===== src/rtl/sync_set_ctrl.sv =====
// Arms an ECAT sync-time load, strobes SET one cycle after the arming SYNC, then tracks
// the SYNC period until lock. Optional drift monitor: define SYNC_DRIFT_MON_EN.
module sync_set_ctrl #(
  parameter int unsigned SYNC_PERIOD_CNT = 81920,
  parameter int unsigned TIMEOUT_CYCLES  = 163840,
  parameter int unsigned SETTLE_SYNCS    = 2,
  parameter int unsigned DRIFT_TOL       = 64
) (
  input  logic        CLK,
  input  logic        RST_N,
  input  logic        REQ_VALID,
  input  logic [63:0] REQ_TIME,
  output logic        REQ_READY,
  input  logic        CLEAR_ERR,
  input  logic        SYNC,
  input  logic [63:0] SYS_TIME,
  output logic [63:0] ECAT_SYNC_TIME,
  output logic        SET,
  output logic        LOCKED,
  output logic        TIMEOUT_ERR,
  output logic        DRIFT_ERR,
  output logic [31:0] PERIOD_ERR
);

  localparam int WD_W = $clog2(TIMEOUT_CYCLES + 1);
  localparam int SC_W = (SETTLE_SYNCS < 1) ? 1 : $clog2(SETTLE_SYNCS + 1);
  localparam logic [WD_W-1:0] WD_MAX  = WD_W'(TIMEOUT_CYCLES);
  localparam logic [WD_W-1:0] WD_LAST = WD_W'(TIMEOUT_CYCLES - 1);
  localparam logic [SC_W-1:0] SC_DONE = SC_W'(SETTLE_SYNCS);

  typedef enum logic [2:0] {
    S_IDLE   = 3'd0,
    S_ARM    = 3'd1,
    S_LOAD   = 3'd2,
    S_SETTLE = 3'd3,
    S_LOCK   = 3'd4,
    S_ERROR  = 3'd5
  } state_t;

  state_t            state_q, state_d;
  logic [63:0]       ecat_q, ecat_d;
  logic              set_q, set_d;
  logic              locked_q, locked_d;
  logic              tout_q, tout_d;
  logic [SC_W-1:0]   settle_q, settle_d, settle_nx;
  logic [WD_W-1:0]   wdog_q, wdog_d;
  logic              accept, wd_run, timeout, good_p0;

  assign REQ_READY = (state_q == S_IDLE) || (state_q == S_LOCK) || (state_q == S_ERROR);
  assign accept    = REQ_VALID && REQ_READY;
  assign wd_run    = (state_q == S_ARM) || (state_q == S_LOAD) ||
                     (state_q == S_SETTLE) || (state_q == S_LOCK);
  // A SYNC landing on the expiry cycle counts as on time.
  assign timeout   = wd_run && !SYNC && (wdog_q >= WD_LAST);
  assign settle_nx = settle_q + 1'b1;

`ifdef SYNC_DRIFT_MON_EN
  logic [63:0]        last_q, last_d;
  logic        [63:0] delta_p0;
  logic signed [64:0] err_p0;
  logic signed [31:0] perr_p1, perr_d;
  logic               drift_q, drift_d;

  function automatic logic signed [31:0] sat_err(input logic signed [64:0] e);
    if (e > 65'sd2147483647)
      return 32'sh7FFF_FFFF;
    else if (e < -65'sd2147483647)
      return -32'sd2147483647;
    return $signed(e[31:0]);
  endfunction

  function automatic logic in_tol(input logic signed [64:0] e);
    return (e <= $signed(65'(DRIFT_TOL))) && (e >= -$signed(65'(DRIFT_TOL)));
  endfunction

  // Stage p0: period measurement against the previous SYNC timestamp
  assign delta_p0 = SYS_TIME - last_q;
  assign err_p0   = $signed({1'b0, delta_p0}) - $signed(65'(SYNC_PERIOD_CNT));
  assign good_p0  = in_tol(err_p0);

  assign DRIFT_ERR  = drift_q;
  assign PERIOD_ERR = perr_p1;
`else
  logic [63:0] sys_time_unused;
  assign sys_time_unused = SYS_TIME;
  assign good_p0    = 1'b1;
  assign DRIFT_ERR  = 1'b0;
  assign PERIOD_ERR = '0;
`endif

  always_comb begin
    state_d  = state_q;
    ecat_d   = ecat_q;
    set_d    = 1'b0;
    locked_d = locked_q;
    tout_d   = tout_q & ~CLEAR_ERR;
    settle_d = settle_q;
    wdog_d   = wdog_q;
`ifdef SYNC_DRIFT_MON_EN
    drift_d  = drift_q & ~CLEAR_ERR;
    perr_d   = perr_p1;
    last_d   = last_q;
`endif
    if (!wd_run || SYNC)
      wdog_d = '0;
    else if (wdog_q != WD_MAX)
      wdog_d = wdog_q + 1'b1;

    if (accept) begin
      // The SYNC of the acceptance cycle is deliberately ignored.
      ecat_d   = REQ_TIME;
      locked_d = 1'b0;
      settle_d = '0;
      wdog_d   = '0;
      state_d  = S_ARM;
    end else if (timeout) begin
      tout_d   = 1'b1;
      locked_d = 1'b0;
      state_d  = S_ERROR;
    end else if (SYNC) begin
      case (state_q)
        S_ARM: begin
          set_d   = 1'b1;
          state_d = S_LOAD;
        end
        S_LOAD: begin
`ifdef SYNC_DRIFT_MON_EN
          last_d  = SYS_TIME;
`endif
          state_d = S_SETTLE;
        end
        S_SETTLE: begin
`ifdef SYNC_DRIFT_MON_EN
          perr_d = sat_err(err_p0);
          last_d = SYS_TIME;
`endif
          if (good_p0) begin
            settle_d = settle_nx;
            if (settle_nx >= SC_DONE) begin
              settle_d = SC_DONE;
              locked_d = 1'b1;
              state_d  = S_LOCK;
            end
          end else begin
            settle_d = '0;
          end
        end
`ifdef SYNC_DRIFT_MON_EN
        S_LOCK: begin
          perr_d = sat_err(err_p0);
          last_d = SYS_TIME;
          if (!good_p0) begin
            drift_d  = 1'b1;
            locked_d = 1'b0;
            settle_d = '0;
            state_d  = S_SETTLE;
          end
        end
`endif
        default: ;
      endcase
    end
  end

  // Stage p1: registered control state and reported period error
  always_ff @(posedge CLK) begin
    if (!RST_N) begin
      state_q  <= S_IDLE;
      ecat_q   <= '0;
      set_q    <= 1'b0;
      locked_q <= 1'b0;
      tout_q   <= 1'b0;
      settle_q <= '0;
      wdog_q   <= '0;
`ifdef SYNC_DRIFT_MON_EN
      drift_q  <= 1'b0;
      perr_p1  <= '0;
      last_q   <= '0;
`endif
    end else begin
      state_q  <= state_d;
      ecat_q   <= ecat_d;
      set_q    <= set_d;
      locked_q <= locked_d;
      tout_q   <= tout_d;
      settle_q <= settle_d;
      wdog_q   <= wdog_d;
`ifdef SYNC_DRIFT_MON_EN
      drift_q  <= drift_d;
      perr_p1  <= perr_d;
      last_q   <= last_d;
`endif
    end
  end

  assign ECAT_SYNC_TIME = ecat_q;
  assign SET            = set_q;
  assign LOCKED         = locked_q;
  assign TIMEOUT_ERR    = tout_q;

endmodule


===== config.mk =====
export PLATFORM = sky130hd
export DESIGN_NAME = sync_set_ctrl
export DESIGN_NICKNAME = d
export VERILOG_FILES = /design/src/rtl/sync_set_ctrl.sv
export SDC_FILE = /design/constraint.sdc
export NUM_CORES = 1
export LEC_CHECK = 0
export CORE_ASPECT_RATIO = 1.4
export CORE_MARGIN = 4
export CORE_UTILIZATION = 33
export CTS_CLUSTER_DIAMETER = 200
export DETAILED_ROUTE_END_ITERATION = 10
export PLACE_DENSITY = 0.76
export RECOVER_POWER = 25
export SLEW_MARGIN = 20
export SYNTH_ARGS = -nofsm -noshare
export SYNTH_HDL_FRONTEND = slang
export SYNTH_SLANG_ARGS = --single-unit

===== constraint.sdc =====
create_clock -name CLK -period 1.69 [get_ports CLK]
set_clock_uncertainty 0.2 [all_clocks]
set_input_delay 0.338 -clock CLK [delete_from_list [all_inputs] [get_ports CLK]]
set_output_delay 0.338 -clock CLK [all_outputs]
set_load 0.1 [all_outputs]

==> run summary <==
The fraction of registers with async set or reset after synthesis came out at 0. The upper clock frequency limit is 0.5358 GHz. The final worst-path setup slack is -0.1765 ns. For this design the ratio of total power to cell area is 1003 nW/um^2. The effective utilization at floorplan came out at 0.3402.

For this run, the total global-route usage over all layers was measured as 0.1683. The smallest clock period supported by the final layout is computed as 1.866 ns. The number of cells in the design after placement came out at 757. The overflow left after global routing came out at 0. For this block, the via count after detailed routing is 3692. At the worst endpoint, the required time is 1.76 ns. The non-filler instance count after layout is 777. The final weighted congestion of routability-driven global placement is 0.7841. The site row count is 45.

Leaving out fill and tap cells, the most frequent cell in the layout is sky130_fd_sc_hd__nand2_1. The worst setup path is captured at a register. The distinct cell type count of the synthesized netlist came out at 42.

The tightest min-delay check is of the register to register type. The worst voltage drop across the vdd grid came out at 0.0004948 V. The worst register-to-register path begins at state_q[1]. Once detailed placement completed, the half-perimeter wirelength came to 8.490 mm. The number of pins with negative max-slew slack in the final report came out at 0.

The buffer levels on the longest clock path is 2. The total leakage power is 2.346 nW. Once layout is done, the placed cells without fillers occupy 6030 sq um.

The cell class contributing the biggest share of worst-path delay is simple AND/OR/NAND/NOR gates. The critical-path maximum fanout came out at 3. In the final layout, the share of cells above drive strength 1 is 0.2390. On the critical path, the stage with the largest delay is an instance of sky130_fd_sc_hd__or4b_1. The startpoint-to-endpoint class of the critical path is register to register.

The number of setup violations in the final report came out at 9. The clock sink count is 90. In the finished design, the share of the clock period the worst path needs comes to 1.104. The antenna violation net count after detailed routing came out at 0. The max-capacitance violation count came out at 0. The count of synthesis-stage warnings from yosys is 0. In the routed design, unresolved DRC markers number 0. Synthesis produced a netlist whose cell count is 469.

The worst slack at placement came out at -0.5946 ns. In this run the most critical hold path is launched from ECAT_SYNC_TIME[40]. Measured along the x axis, the die boundary spans 97.69 microns. The worst-skew pair later-pin latency is 0.33 ns. The initial antenna violation count came out at 0. For this run, the leading register cell type out of synthesis is sky130_fd_sc_hd__dfxtp_1. The total buffers and inverters traversed by the critical path came out at 0. The antenna diode count is 0.

The TritonCTS clock tree is built. The global-route wire length before repair is 17.99 mm. The post-synthesis instance area came out at 3716 sq um. Clock-pin slew was measured on the worst setup and hold paths at 0.06 ns.

Entering global routing, the biggest net connects 39 pins. The routed wire length came out at 11.21 mm. The number of flops mapped to enable cells by yosys came out at 0. In this run the tool buffered the top-level ports with 136 buffer cells.

The share of synthesized area in the top cell type comes to 0.4848. The number of H-tree branching levels came out at 3. After detailed routing, the average wire length per cell comes to 14.43 microns. The top-level I/O count is 234.

The final layout net count is 767. The core area came out at 10920 sq um. The mean post-synth cell area is 7.923 sq um. The length of the first detailed-routing pass in iterations is 4.

In this run, synthesis produced a sequential element count of 90. Tracing the worst setup path back leads to its startpoint at state_q[1]. The die outline area is 13050 sq um. Setup repair after global routing could not meet its margin everywhere. The number of global-route vias before repair came to 3657. The clock buffer count from CTS is 9. The root buffer cell is sky130_fd_sc_hd__clkbuf_16. The run finished, with violations left. By area the synthesized netlist is led by sky130_fd_sc_hd__dfxtp_1 (48%), sky130_fd_sc_hd__nand2_1 (14%), sky130_fd_sc_hd__a21oi_1 (9.8%), sky130_fd_sc_hd__buf_4 (6.7%), sky130_fd_sc_hd__xnor2_1 (1.9%). The synthesized design spends more area on one cell type than any other, namely sky130_fd_sc_hd__dfxtp_1. The library cells used most frequently in the layout, excluding fill and tap cells, are sky130_fd_sc_hd__nand2_1 (134), sky130_fd_sc_hd__dfxtp_1 (82), sky130_fd_sc_hd__a21oi_1 (73), sky130_fd_sc_hd__clkdlybuf4s50_1 (66), sky130_fd_sc_hd__buf_12 (39). The register area share after synthesis is 0.4848. The critical path goes through or4b_1, a211o_1, or3b_4, o22ai_2. The hold buffer count at cts came out at 0. The worst setup path is launched from a register. The per-cell via count in the routed design is 4.752. The area growth from synthesis to layout came out at 62.26%. Measured on the finished design, the core utilization comes to 0.5520.

The height of the chip is 133.6 microns. The count of final hold-check violations came out at 0. The cell area after placement is 6033 sq um. The final reports fail on setup timing. The starting DRC count in detailed routing came out at 112. The maximum cell stage delay along the critical path came out at 0.50 ns.

For the worst setup path, the data arrival time is 1.93 ns.
==> timing repair <==
item | CTS | global route
setup buffers | 4 | 2
resized for setup | 11 | 20
pin swaps | 9 | 12
setup endpoints to repair | 25 | 50
==> cell usage after synthesis, types with 2 or more instances <==
cell	n
sky130_fd_sc_hd__or3b_1	2
sky130_fd_sc_hd__o21ai_0	5
sky130_fd_sc_hd__nand4_1	7
sky130_fd_sc_hd__xor2_1	2
sky130_fd_sc_hd__nand2b_1	2
sky130_fd_sc_hd__nor4_1	5
sky130_fd_sc_hd__dfxtp_1	90
sky130_fd_sc_hd__xnor2_1	8
sky130_fd_sc_hd__buf_2	4
sky130_fd_sc_hd__inv_1	12
sky130_fd_sc_hd__nor3_1	10
sky130_fd_sc_hd__nand3_1	9
sky130_fd_sc_hd__and4_1	2
sky130_fd_sc_hd__nor2b_1	3
sky130_fd_sc_hd__nor4b_1	2
sky130_fd_sc_hd__buf_4	33
sky130_fd_sc_hd__nand2_1	135
sky130_fd_sc_hd__a211oi_1	2
sky130_fd_sc_hd__a21oi_1	73
sky130_fd_sc_hd__clkbuf_1	14
sky130_fd_sc_hd__or3_1	5
sky130_fd_sc_hd__buf_1	6
sky130_fd_sc_hd__nor2_1	17
sky130_fd_sc_hd__ha_1	3
==> cell families (layout without fill, tap and decap cells) <==
group	Yosys count	count (layout)	synth area share
AND/OR/NAND/NOR	205	205	0.2428
adder cells (fa/ha/maj)	3	3	0.01010
buffers and inverters	69	204	0.1044
XOR/XNOR	10	10	0.02357
AO/OA/AOI/OAI	90	90	0.1306
flip-flops	90	90	0.4848
multiplexers	1	1	0.002694
other	1	33	0.001009
==> area by class of cell <==
| cell class | count | area, sq um |
|---|---|---|
| Fill cell | 975 | 4893 |
| Clock inverter | 4 | 28.78 |
| Timing Repair Buffer | 176 | 1989 |
| Sequential cell | 90 | 1812 |
| Inverter | 12 | 45.04 |
| Multi-Input combinational cell | 342 | 1742 |
| Tap cell | 141 | 176.4 |
| Clock buffer | 12 | 236.5 |
==> layer usage <==
layer | track usage | up-vias | wire, microns
met4 | 0.08237 | 0 | 424
met2 | 0.3059 | 137 | 5894
li1 | - | 1815 | -
met3 | 0.04191 | 32 | 554
met5 | 0 | - | 0
met1 | 0.1798 | 1708 | 4340
==> through the flow <==
stage,power (mW),hold WS (ns),setup TNS (ns)
2_1_floorplan,3.725,0.2371,-1.031
3_3_place_gp,4.415,0.2746,-25.48
3_5_place_dp,4.446,0.2758,-26.73
4_1_cts,6.248,0.2903,-1.174
5_1_grt,6.290,0.2704,-1.898
6_report,6.048,0.2517,-0.6041
==> state kept, by name, indices dropped and copies added, names as in the netlist <==
signal          flops
TIMEOUT_ERR         1
ECAT_SYNC_TIME     64
wdog_q             18
state_q             3
SET                 1
LOCKED              1
settle_q            2
==> worst register-to-register path, cell delays in order, from the launching register on <==
cell	delay, ns
sky130_fd_sc_hd__dfxtp_2	0.32
sky130_fd_sc_hd__or4b_1	0.50
sky130_fd_sc_hd__a211o_1	0.30
sky130_fd_sc_hd__or3b_4	0.38
sky130_fd_sc_hd__o22ai_2	0.11
==> power by group <==
part           internal [mW]  switching, mW  leakage [nW]
clock network          0.998          0.791         0.123
registers               2.23         0.0837         0.739
logic                  0.545           1.40          1.48
==> final timing paths <==
path	end	slack, ns	depth (start not counted)
setup / recovery	wdog_q[2]	-0.18	4
hold / removal	ECAT_SYNC_TIME[40]	0.25	2
setup reg to reg	wdog_q[2]	-0.18	4
hold reg to reg	ECAT_SYNC_TIME[40]	0.25	2
Power figures use the tool's default switching activity.
